**src/rtl/board_tile_renderer.sv**
```systemverilog
`default_nettype none
`timescale 1ns/1ps
// ============================================================================
// Module   : board_tile_renderer
// Purpose  : Renders a packed 4x4 game board (16 tiles x 12 bits) as VGA
//            video. Generates its own sync timing from Clk, snapshots the
//            board once per frame so a frame never tears, decodes each tile
//            to a log2 code and draws a coloured tile with a value bar whose
//            length is 8 px per code step.
// Ports    : Clk         in   board clock, rising edge
//            Reset       in   active-low synchronous reset
//            MatrixCopy  in   192-bit board, tile i = [12i+11:12i], i=4*row+col
//            Test        in   test-pattern select (tile i shows (i mod 11)+1)
//            vga_h_sync  out  active-low horizontal sync
//            vga_v_sync  out  active-low vertical sync
//            vga_r/g/b   out  pixel colour, one bit each
//            frame_start out  one-Clk pulse when the board snapshot is taken
// Revision : 1.0 - initial release
// ============================================================================
module board_tile_renderer #(
  parameter int PIX_DIV  = 2,
  parameter int H_ACTIVE = 640,
  parameter int H_TOTAL  = 800,
  parameter int HS_START = 656,
  parameter int HS_END   = 752,
  parameter int V_ACTIVE = 480,
  parameter int V_TOTAL  = 525,
  parameter int VS_START = 490,
  parameter int VS_END   = 492,
  parameter int BOARD_X0 = 120,
  parameter int BOARD_Y0 = 40,
  parameter int TILE     = 100,
  parameter int GAP      = 4
) (
  input  logic         Clk,
  input  logic         Reset,
  input  logic [191:0] MatrixCopy,
  input  logic         Test,
  output logic         vga_h_sync,
  output logic         vga_v_sync,
  output logic         vga_r,
  output logic         vga_g,
  output logic         vga_b,
  output logic         frame_start
);

  localparam int DIV_W = (PIX_DIV > 1) ? $clog2(PIX_DIV) : 1;
  localparam int OFF_W = $clog2(TILE);

  localparam logic [DIV_W-1:0] DIV_LAST = DIV_W'(PIX_DIV - 1);
  localparam logic [9:0] H_LAST  = 10'(H_TOTAL - 1);
  localparam logic [9:0] V_LAST  = 10'(V_TOTAL - 1);
  localparam logic [9:0] H_ACT   = 10'(H_ACTIVE);
  localparam logic [9:0] V_ACT   = 10'(V_ACTIVE);
  localparam logic [9:0] HS_S    = 10'(HS_START);
  localparam logic [9:0] HS_E    = 10'(HS_END);
  localparam logic [9:0] VS_S    = 10'(VS_START);
  localparam logic [9:0] VS_E    = 10'(VS_END);
  localparam logic [9:0] BX0     = 10'(BOARD_X0);
  localparam logic [9:0] BY0     = 10'(BOARD_Y0);
  localparam logic [9:0] BX1     = 10'(BOARD_X0 + 4 * TILE);
  localparam logic [9:0] BY1     = 10'(BOARD_Y0 + 4 * TILE);
  localparam logic [9:0] T1      = 10'(TILE);
  localparam logic [9:0] T2      = 10'(2 * TILE);
  localparam logic [9:0] T3      = 10'(3 * TILE);
  localparam logic [9:0] GAP_10  = 10'(GAP);
  localparam logic [OFF_W-1:0] GAP_LO = OFF_W'(GAP);
  localparam logic [OFF_W-1:0] GAP_HI = OFF_W'(TILE - GAP);
  localparam logic [OFF_W-1:0] BAR_Y0 = OFF_W'(TILE - GAP - 8);

  // Timing state
  logic [DIV_W-1:0] div_cnt;
  logic [9:0]       hcount, vcount;
  logic [191:0]     shadow;
  logic             pix_en, h_last, v_last;

  // Stage 1: position decode
  logic             s1_active, s1_in_board, s1_hs, s1_vs;
  logic [3:0]       s1_idx;
  logic [OFF_W-1:0] s1_ox, s1_oy;

  // Stage 2: tile code
  logic             s2_active, s2_in_board, s2_hs, s2_vs;
  logic [3:0]       s2_code;
  logic [OFF_W-1:0] s2_ox, s2_oy;

  // Combinational helpers
  logic [9:0]       x_rel, y_rel;
  logic [1:0]       col, row;
  logic [OFF_W-1:0] x_off, y_off;
  logic [11:0]      tile_arr [16];
  logic [11:0]      tile_val;
  logic [3:0]       enc_code, test_code;
  logic [9:0]       bar_end;
  logic             gap, bar;
  logic [2:0]       rgb_next;

  assign pix_en = (div_cnt == DIV_LAST);
  assign h_last = (hcount == H_LAST);
  assign v_last = (vcount == V_LAST);

  // Column/row and in-tile offset via range compares against tile edges.
  assign x_rel = hcount - BX0;
  assign y_rel = vcount - BY0;

  always_comb begin
    col   = 2'd3;
    x_off = OFF_W'(x_rel - T3);
    if (x_rel < T1) begin
      col   = 2'd0;
      x_off = OFF_W'(x_rel);
    end else if (x_rel < T2) begin
      col   = 2'd1;
      x_off = OFF_W'(x_rel - T1);
    end else if (x_rel < T3) begin
      col   = 2'd2;
      x_off = OFF_W'(x_rel - T2);
    end
  end

  always_comb begin
    row   = 2'd3;
    y_off = OFF_W'(y_rel - T3);
    if (y_rel < T1) begin
      row   = 2'd0;
      y_off = OFF_W'(y_rel);
    end else if (y_rel < T2) begin
      row   = 2'd1;
      y_off = OFF_W'(y_rel - T1);
    end else if (y_rel < T3) begin
      row   = 2'd2;
      y_off = OFF_W'(y_rel - T2);
    end
  end

  for (genvar gi = 0; gi < 16; gi++) begin : g_tile_view
    assign tile_arr[gi] = shadow[12*gi +: 12];
  end

  assign tile_val = tile_arr[s1_idx];

  // Only exact powers 2..2048 get a code; 0 is empty; anything else is 15.
  always_comb begin
    enc_code = 4'd15;
    if (tile_val == 12'd0) begin
      enc_code = 4'd0;
    end else begin
      for (int k = 1; k <= 11; k++) begin
        if (tile_val == (12'd1 << k)) enc_code = 4'(k);
      end
    end
  end

  // (i mod 11) + 1 for i in 0..15
  assign test_code = (s1_idx < 4'd11) ? (s1_idx + 4'd1) : (s1_idx - 4'd10);

  assign bar_end = GAP_10 + {3'b000, s2_code, 3'b000};
  assign gap = (s2_ox < GAP_LO) || (s2_ox >= GAP_HI) ||
               (s2_oy < GAP_LO) || (s2_oy >= GAP_HI);
  assign bar = (s2_oy >= BAR_Y0) && (s2_oy < GAP_HI) &&
               (s2_ox >= GAP_LO) && (10'(s2_ox) < bar_end);

  always_comb begin
    rgb_next = 3'b000;
    if (!s2_active || !s2_in_board) begin
      rgb_next = 3'b000;
    end else if (gap) begin
      rgb_next = 3'b111;
    end else if (s2_code == 4'd15) begin
      rgb_next = 3'b100;
    end else if (s2_code == 4'd0) begin
      rgb_next = 3'b001;
    end else if (bar) begin
      rgb_next = 3'b111;
    end else begin
      case (s2_code)
        4'd1, 4'd6, 4'd11: rgb_next = 3'b110;
        4'd2, 4'd7:        rgb_next = 3'b100;
        4'd3, 4'd8:        rgb_next = 3'b010;
        4'd4, 4'd9:        rgb_next = 3'b011;
        4'd5, 4'd10:       rgb_next = 3'b101;
        default:           rgb_next = 3'b000;
      endcase
    end
  end

  // Sync stages carry "sync asserted" active-high so a zeroed pipeline
  // drives idle-high sync outputs.
  always_ff @(posedge Clk) begin
    if (!Reset) begin
      div_cnt     <= '0;
      hcount      <= '0;
      vcount      <= '0;
      shadow      <= '0;
      s1_active   <= 1'b0;
      s1_in_board <= 1'b0;
      s1_hs       <= 1'b0;
      s1_vs       <= 1'b0;
      s1_idx      <= '0;
      s1_ox       <= '0;
      s1_oy       <= '0;
      s2_active   <= 1'b0;
      s2_in_board <= 1'b0;
      s2_hs       <= 1'b0;
      s2_vs       <= 1'b0;
      s2_code     <= '0;
      s2_ox       <= '0;
      s2_oy       <= '0;
      vga_h_sync  <= 1'b1;
      vga_v_sync  <= 1'b1;
      vga_r       <= 1'b0;
      vga_g       <= 1'b0;
      vga_b       <= 1'b0;
      frame_start <= 1'b0;
    end else begin
      frame_start <= 1'b0;
      div_cnt     <= pix_en ? '0 : div_cnt + DIV_W'(1);
      if (pix_en) begin
        if (h_last) begin
          hcount <= '0;
          vcount <= v_last ? 10'd0 : vcount + 10'd1;
        end else begin
          hcount <= hcount + 10'd1;
        end
        if (h_last && v_last) begin
          shadow      <= MatrixCopy;
          frame_start <= 1'b1;
        end

        s1_active   <= (hcount < H_ACT) && (vcount < V_ACT);
        s1_in_board <= (hcount >= BX0) && (hcount < BX1) &&
                       (vcount >= BY0) && (vcount < BY1);
        s1_hs       <= (hcount >= HS_S) && (hcount < HS_E);
        s1_vs       <= (vcount >= VS_S) && (vcount < VS_E);
        s1_idx      <= {row, col};
        s1_ox       <= x_off;
        s1_oy       <= y_off;

        s2_active   <= s1_active;
        s2_in_board <= s1_in_board;
        s2_hs       <= s1_hs;
        s2_vs       <= s1_vs;
        s2_code     <= Test ? test_code : enc_code;
        s2_ox       <= s1_ox;
        s2_oy       <= s1_oy;

        vga_h_sync  <= ~s2_hs;
        vga_v_sync  <= ~s2_vs;
        {vga_r, vga_g, vga_b} <= rgb_next;
      end
    end
  end

endmodule
`default_nettype wire

```
**config.mk**
```make
export PLATFORM = sky130hd
export DESIGN_NAME = board_tile_renderer
export DESIGN_NICKNAME = d
export VERILOG_FILES = /design/src/rtl/board_tile_renderer.sv
export SDC_FILE = /design/constraint.sdc
export NUM_CORES = 1
export LEC_CHECK = 0
export BUFFER_PORTS_ARGS = -buffer_cell sky130_fd_sc_hd__buf_2
export CORE_ASPECT_RATIO = 1.75
export CORE_MARGIN = 2
export CORE_UTILIZATION = 56
export CTS_CLUSTER_SIZE = 12
export DETAILED_ROUTE_END_ITERATION = 8
export GPL_TIMING_DRIVEN = 1
export PLACE_DENSITY = 0.83
export SLEW_MARGIN = 0
export SYNTH_ARGS = -nofsm -noshare
export SYNTH_HDL_FRONTEND = slang
export SYNTH_SLANG_ARGS = --single-unit
```
**constraint.sdc**
```tcl
create_clock -name Clk -period 4.1 [get_ports Clk]
set_input_delay 0.82 -clock Clk [delete_from_list [all_inputs] [get_ports Clk]]
set_output_delay 0.82 -clock Clk [all_outputs]
set_load 0.005 [all_outputs]
```
# Word-level counts from Yosys, hierarchy flattened
# Memory sizes are Yosys's and may differ from the RTL's. A register that Yosys moved wholly into a read port is not among the register bits.
# Cells that the tools add are included.
# word_totals
mem_count	1
rom_bits	48
in_bits	195
register_bits	263
# op_classes
n_mux	39
bitwise_logic	4
n_eq_ne	14
n_lt_le_gt_ge	26
n_addsub	14
n_reduce_logical	22
# mem_list
name	depth	word_bits	read_ports	rd_ports_with_merged_regs	write_ports	line	text
(name not given)	16	3	1	1	0	176	case (s2_code)
# op_table
op	n
$mux W4	16
$lt A10 B9 Y1 const B	5
$bmux W12 S4	1
$mux W7	6
$lt A10 B10 Y1 const B	3
$sub A7 B7 Y7 const B	4
$mux W12	2
$ge A7 B7 Y1 const B	3
$add A10 B1 Y10 const B	2
$eq A10 B10 Y1 const B	2
$lt A10 B7 Y1 const B	2
$lt A10 B8 Y1 const B	2
$mux W10	2
$mux W3	5
$lt A7 B3 Y1 const B	2
$sub A7 B6 Y7 const B	2
$eq A12 B10 Y1 const B	1
$eq A12 B11 Y1 const B	1
$eq A12 B12 Y1 const B	1
$eq A12 B2 Y1 const B	1
$eq A12 B3 Y1 const B	1
$eq A12 B4 Y1 const B	1
$eq A12 B5 Y1 const B	1
$eq A12 B6 Y1 const B	1
30 further kinds	52

# Longest topological paths before layout
# Gate-level depths: netlist of the first run.
# depth
depth_word	20
mapped_depth	16
ltp_nobuf	12

# Worst setup path after synthesis of the first run
# OpenSTA, ideal clock, no wires.
# synth_path
path_type	reg-to-reg
from	reg s1_idx[1]
to	reg with a tool-made name
path_stages_with_launch	15
t_arrival_ns	3.239
required_ns	3.974
path_slack_ns	0.735
n_path_buf	3
path_cell_list	dfxtp_1 > buf_6 > buf_6 > clkbuf_1 > mux4_2 > mux2i_1 > nand3_1 > and2_1 > or4_1 > and3_1 > a21o_1 > inv_1 > ha_1 > nor2_1 > o32ai_1
# synth_lines
item	line	text
start, declared	79	logic [3:0] s1_idx;
start signal, assigned	235	s1_idx <= {row, col};

==> flow_summary.ini, run 1 <==
[pwr]
power_density_mw_per_mm2 = 371.0
vdd_drop_max_v = 0.0003458
p_clk_frac = 0.405
p_seq_frac = 0.512
netSwitchingFraction = 0.2317
p_leak_nw = 5.595
power_frac_comb = 0.083
switchingPower_mw = 1.160
internal_power_mw = 3.846

[setup_path]
r2r_cells = 13
path_delay_family = simple AND/OR/NAND/NOR gates
cp.arrival_ps = 4050
start_kind = flop
slowest_stage = mux4_2
slowest_delay_ps = 540
path_class = reg -> reg
critPathCaptureType = flop
path_cells = buf_12 -> mux4_2 -> mux2i_1 -> nand3_1 -> a22oi_2 -> nand2_2 -> or4_1 -> and3_1 -> a21o_1 -> inv_1 -> ha_1 -> nor2_1 -> o32ai_1
crit_cells = 13
required_ps = 4500
path_max_fanout = 33
crit_buf_inv = 2

[clocking]
hold_buffers = 0
clock_sinks = 258
post_cts_buffers = 0
tritoncts = done
cts_resized = 0
htree_levels = 1
cts-root-buf = clkbuf_16
cts.clk_slew.worst_paths_ps = 60
cts_buffers = 25
clk_latency_ps = 520
clk_path_buf_depth = 3

[placement]
routabilityCongestion = 0.9274
portBuffers = 200
dpl.hpwl_um = 22460
postPlaceCellArea_mm2 = 0.01281

[drt]
ant_nets = 0
drtIter0Drc = 440
wl_per_cell_um = 20.48
routed_wl_um = 30820
vias = 9363
first_pass_iters = 5
post-route-drc-count = 0
via_per_inst = 6.221

[floorplanning]
core_mm2 = 0.02029
dieArea_mm2 = 0.02191
dieHeight_um = 194.3
num_rows = 69
io-pin-count = 201
dieWidth_um = 112.8
initial_core_util = 0.5713

[finish]
final_area_mm2 = 0.01349
utilization = 0.6650
syn2layout_area_growth_pct = 16.40
fin_nets = 1473
final_layout_size_suffix_gt1_frac = 0.2530

[sta]
max_slew.worst_pin.slew_ps = 867.1
post-route-period-util = 0.8910
rsz0062_at_grt = false
setup_viol = 0
fin_crit_ps = 3653
maxSlewViolCount = 0
fin_skew_ps = 13.64
final_hold_viol_count = 0
setup_tns_ps = 0
fmax_ghz = 0.2737
slew_headroom = 0.4219

[logic_synthesis]
synth-seq-area-share = 0.4456
avgSynthCellArea_um2 = 10.68
syn_area_mm2 = 0.01159
ys.flop_type = dfxtp_1
syn_nets = 1309
yosysWarnings = 0
synth_edf_count = 0
synthCells = 1085
async_reset_ff_frac = 0
ys_types = 65
synth-seq-cells = 258

[global_route]
grt_first_pass_wirelength_um = 47780
grt_use_total = 0.2686
grt_pass1_vias = 9393
overflow = 0
antenna_found_initial = 5
grt_start_max_net_pins = 193

[outcome]
status = completed

[hold_path]
hold_path_depth = 2
hp-class = reg -> reg

[job]
maxCapViolations = 0
## kinds of logic (layout without fill, tap and decap cells)
| logic type | Yosys count | after routing | share of synthesized area |
|---|---|---|---|
| adder cells (fa/ha/maj) | 29 | 29 | 0.03130 |
| AND/OR/NAND/NOR | 218 | 218 | 0.09100 |
| other | 0 | 4 | 0 |
| buffers and inverters | 119 | 287 | 0.04188 |
| AO/OA/AOI/OAI | 324 | 324 | 0.2227 |
| flip-flops | 258 | 258 | 0.4456 |
| XOR/XNOR | 35 | 35 | 0.02645 |
| multiplexers | 102 | 102 | 0.1411 |
## layout by cell type, fill, tap and decap left out, drive strengths merged, types with 3 or more instances in the layout
cell     netlist  layout
nand4          8       8
nand2         53      53
o21ai         38      38
xor2           5       5
or4            5       5
mux2           9       9
a22o         194     194
dfxtp        258     258
ha            29      29
nand3b         5       5
a22oi          4       4
nor2          68      68
diode          0       4
mux2i         46      46
o2111ai        5       5
xnor2         30      30
mux4          47      47
nor4           3       3
a31oi          7       7
or3            7       7
nand2b         7       7
buf           14     223
and4           3       3
nor3          11      11
o31ai          6       6
and3           6       6
a21o           8       8
a211oi         8       8
o22ai          3       3
clkbuf        72      30
inv           32      33
a21oi         29      29
and2           9       9
nand3         28      28
a311oi         3       3
## stage by stage
step,total power [mW],setup slack (ps),std cells,hold slack [ps]
floorplan,2.862,735.2,1085,415.3
detailed placement,3.034,462.0,1470,444.4
global route,5.156,237.9,1505,473.7
global placement,3.026,557.6,1470,430.5
finish,5.005,446.9,1505,449.4
CTS,5.030,446.0,1501,452.1
## layer usage
metal  share of wire  routed length, um  vias up  GRT usage
li1                -                  -     4410          -
met1            0.37              11250     4527     0.2969
met2            0.53              16450      322     0.4921
met3           0.044               1341      102    0.03212
met4           0.057               1768        2     0.1459
met5         0.00036                 11        -          0
## Yosys cell counts, types with 11 or more instances
master,number,share of area
a21oi_1,29,0.013
a22o_1,194,0.15
clkbuf_1,72,0.023
dfxtp_1,258,0.45
ha_1,29,0.031
inv_1,32,0.010
mux2i_1,46,0.040
mux4_2,43,0.084
nand2_1,52,0.017
nand3_1,28,0.012
nor2_1,68,0.022
nor3_1,11,0.0047
o21ai_0,33,0.014
xnor2_1,30,0.023
## layout make-up
class / instances / area [um2]
multi-input cells: 708 / 5956
flip-flops and latches: 258 / 5170
diodes: 4 / 10.01
inverters: 33 / 123.9
clock inverters: 1 / 8.758
repair buffers: 223 / 1249
clock buffers: 30 / 664.4
fillers: 1564 / 6797
well taps: 248 / 310.3
## sequential cells by signal, indices dropped and copies added, names as in the netlist, 4 cells and up, named ones only
| signal | cells |
|---|---|
| s1_oy | 5 |
| shadow | 192 |
| s1_ox | 5 |
| vcount | 10 |
| hcount | 10 |
| s1_idx | 4 |
| s2_oy | 5 |
| s2_code | 4 |
| s2_ox | 5 |
## power by group through the flow
stage | Combinational, mW | Sequential (mW) | Clock [mW]
detailed placement | 0.417 | 2.62 | 0
CTS | 0.418 | 2.56 | 2.05
global placement | 0.409 | 2.62 | 0
finish | 0.418 | 2.56 | 2.03
floorplan | 0.260 | 2.60 | 0
global route | 0.452 | 2.56 | 2.14
## worst reg2reg max path, cell delays in order, from the launching register on
cell and delay [ps]:
dfxtp_4 470, buf_12 270, mux4_2 580, mux2i_1 380
nand3_1 190, a22oi_2 280, nand2_2 110, or4_1 390
and3_1 180, a21o_1 190, inv_1 60, ha_1 230
nor2_1 110, o32ai_1 90
## worst paths after layout
check	from	end	slack [ps]
min	s1_vs	s1_vs	450
min reg2reg	s1_vs	s1_vs	450
max	s1_idx[1]	flop	450
max reg2reg	s1_idx[1]	flop	450
(Power assumes the default switching activity.)
==> run 2, diff against run 1 <==
==> constraint.sdc (replaced) <==
create_clock -name Clk -period 4.1 [get_ports Clk]
set_input_delay 0 -clock Clk [delete_from_list [all_inputs] [get_ports Clk]]
set_output_delay 0 -clock Clk [all_outputs]
set_load 0.005 [all_outputs]
==> run 2 against run 1 <==
Compared with the run above:
- die area stayed put
- sequential power is essentially flat
- critical path type unchanged
- via count rose by 21%
- flip-flop and latch count did not move
==> flow_summary.ini, run 2 (synthesized netlist as in run 1, its figures left out) <==
[setup_path]
critPathCaptureType = flop
cp.arrival_ps = 4440
slowest_delay_ps = 580
r2r-start = s1_idx[1]
path_delay_family = multiplexers
crit_buf_inv = 2
path_max_fanout = 34
r2r_cells = 13
path_common_cell = mux2i_1
slowest_stage = mux4_2
r2r_setup_slack_ps = 100
path_cells = buf_12 -> mux4_2 -> mux2i_1 -> mux2i_1 -> xnor2_1 -> a21oi_1 -> a311oi_1 -> and3_1 -> a21o_1 -> inv_1 -> ha_1 -> nor2_1 -> o32ai_1
required_ps = 4530
path_class = reg -> reg
start_kind = flop

[placement]
postPlaceCellArea_mm2 = 0.01280
routabilityCongestion = 0.9871
place_inst = 1470
portBuffers = 200
dpl.hpwl_um = 22330

[sta]
fmax_ghz = 0.2498
slew_headroom = 0.4030
fin_crit_ps = 4004
rsz0062_at_grt = false
worst_hold_slack_ps = 224.8
maxSlewViolCount = 0
setup_viol = 0
max_slew.worst_pin.slew_ps = 889.5
final_hold_viol_count = 0
setup_tns_ps = 0
fin_skew_ps = 14.11
post-route-period-util = 0.9765

[finish]
regMostFlops = shadow
final_common_cell = dfxtp_1
final_layout_size_suffix_gt1_frac = 0.2212
largest_reg_flops = 192
final_area_mm2 = 0.01551
fin_cells = 1705
utilization = 0.7645
final_cell_mix = dfxtp_1 (256), buf_2 (200), a22o_1 (194), dlygate4sd3_1 (194), nor2_1 (66)
fin_nets = 1668
syn2layout_area_growth_pct = 33.81
largestRegisters = shadow: 192 flops, hcount: 10 flops, vcount: 10 flops

[drt]
vias = 11350
via_per_inst = 6.655
wl_per_cell_um = 25.06
post-route-drc-count = 0
drtIter0Drc = 1156
ant_nets = 0
first_pass_iters = 5
routed_wl_um = 42720

[global_route]
gr-usage-met1 = 0.3916
grt.met2_usage = 0.6598
grt_pass1_vias = 11580
grt_use_total = 0.3728
grt_first_pass_wirelength_um = 64370
busiest_layer = met2
grt_start_max_net_pins = 132
grtUsageMet3 = 0.06112
overflow = 0
antenna_found_initial = 6

[hold_path]
min-delay-start = MatrixCopy[100]
hold_path_depth = 3
hp-class = in -> reg
holdPathEnd = shadow[100]

[floorplanning]
initial_core_util = 0.5713
dieWidth_um = 112.8
dieHeight_um = 194.3
io-pin-count = 201
dieArea_mm2 = 0.02191
num_rows = 69
core_mm2 = 0.02029

[clocking]
cts-root-buf = clkbuf_16
cts_buffers = 26
clk_path_buf_depth = 3
clock_sinks = 258
hold_buffers = 194
cts.clk_slew.worst_paths_ps = 60
post_cts_buffers = 0
clk_latency_ps = 540
cts_resized = 0
tritoncts = done
htree_levels = 1

[pwr]
vdd_drop_max_v = 0.0003889
power_density_mw_per_mm2 = 349.7
p_leak_nw = 6.442

[job]
maxCapViolations = 0

[outcome]
status = completed
==> run 2: cell count changes in the layout (fill, tap and decap cells not counted), sizes merged <==
cell         previous run  this run
dlygate4sd3             0       194
clkbuf                 30        32
diode                   4         6
bufinv                  0         1
clkinv                  1         2
clkinvlp                0         1
inv                    33        32
==> run 2: layer usage <==
| metal | wire length [um] | up-vias |
|---|---|---|
| li1 | - | 4826 |
| met2 | 21460 | 837 |
| met1 | 13890 | 5352 |
| met4 | 4033 | 0 |
| met3 | 3338 | 331 |
| met5 | 0 | - |
==> run 2: worst min-delay path, cell delays in order <==
cell and delay [ps]:
dlygate4sd3_1 520, buf_2 100, a22o_1 110
==> run 2: worst max-delay path by stage <==
stage,startpoint,end,slack [ps],cells past startpoint
floorplan,s1_idx[1],flop,740,14
global placement,s1_idx[1],flop,550,13
detailed placement,s1_idx[1],flop,480,13
CTS,s1_idx[1],flop,450,13
global route,s1_idx[1],flop,70,13
finish,s1_idx[1],flop,100,13
==> run 2: power breakdown <==
| group | total [mW] | internal [mW] | switching [mW] |
|---|---|---|---|
| registers | 2.56 | 2.53 | 0.0262 |
| logic | 0.604 | 0.312 | 0.292 |
| clock network | 2.26 | 1.27 | 0.988 |
| total | 5.42 | 4.12 | 1.31 |
==> run 2: cell type report <==
class / count / area (um2)
well taps: 248 / 310.3
diodes: 6 / 15.01
inverters: 33 / 123.9
flip-flops and latches: 258 / 5170
clock inverters: 3 / 42.54
multi-input cells: 708 / 5956
fillers: 1117 / 4778
repair buffers: 417 / 3178
clock buffers: 32 / 714.4
==> run 2: per-stage QoR <==
step	power, mW	setup WS (ps)
after floorplan	2.862	735.2
after global placement	3.027	552.8
after detailed placement	3.034	482.9
after CTS	5.334	448.5
after global routing	5.537	72.52
final	5.424	96.40
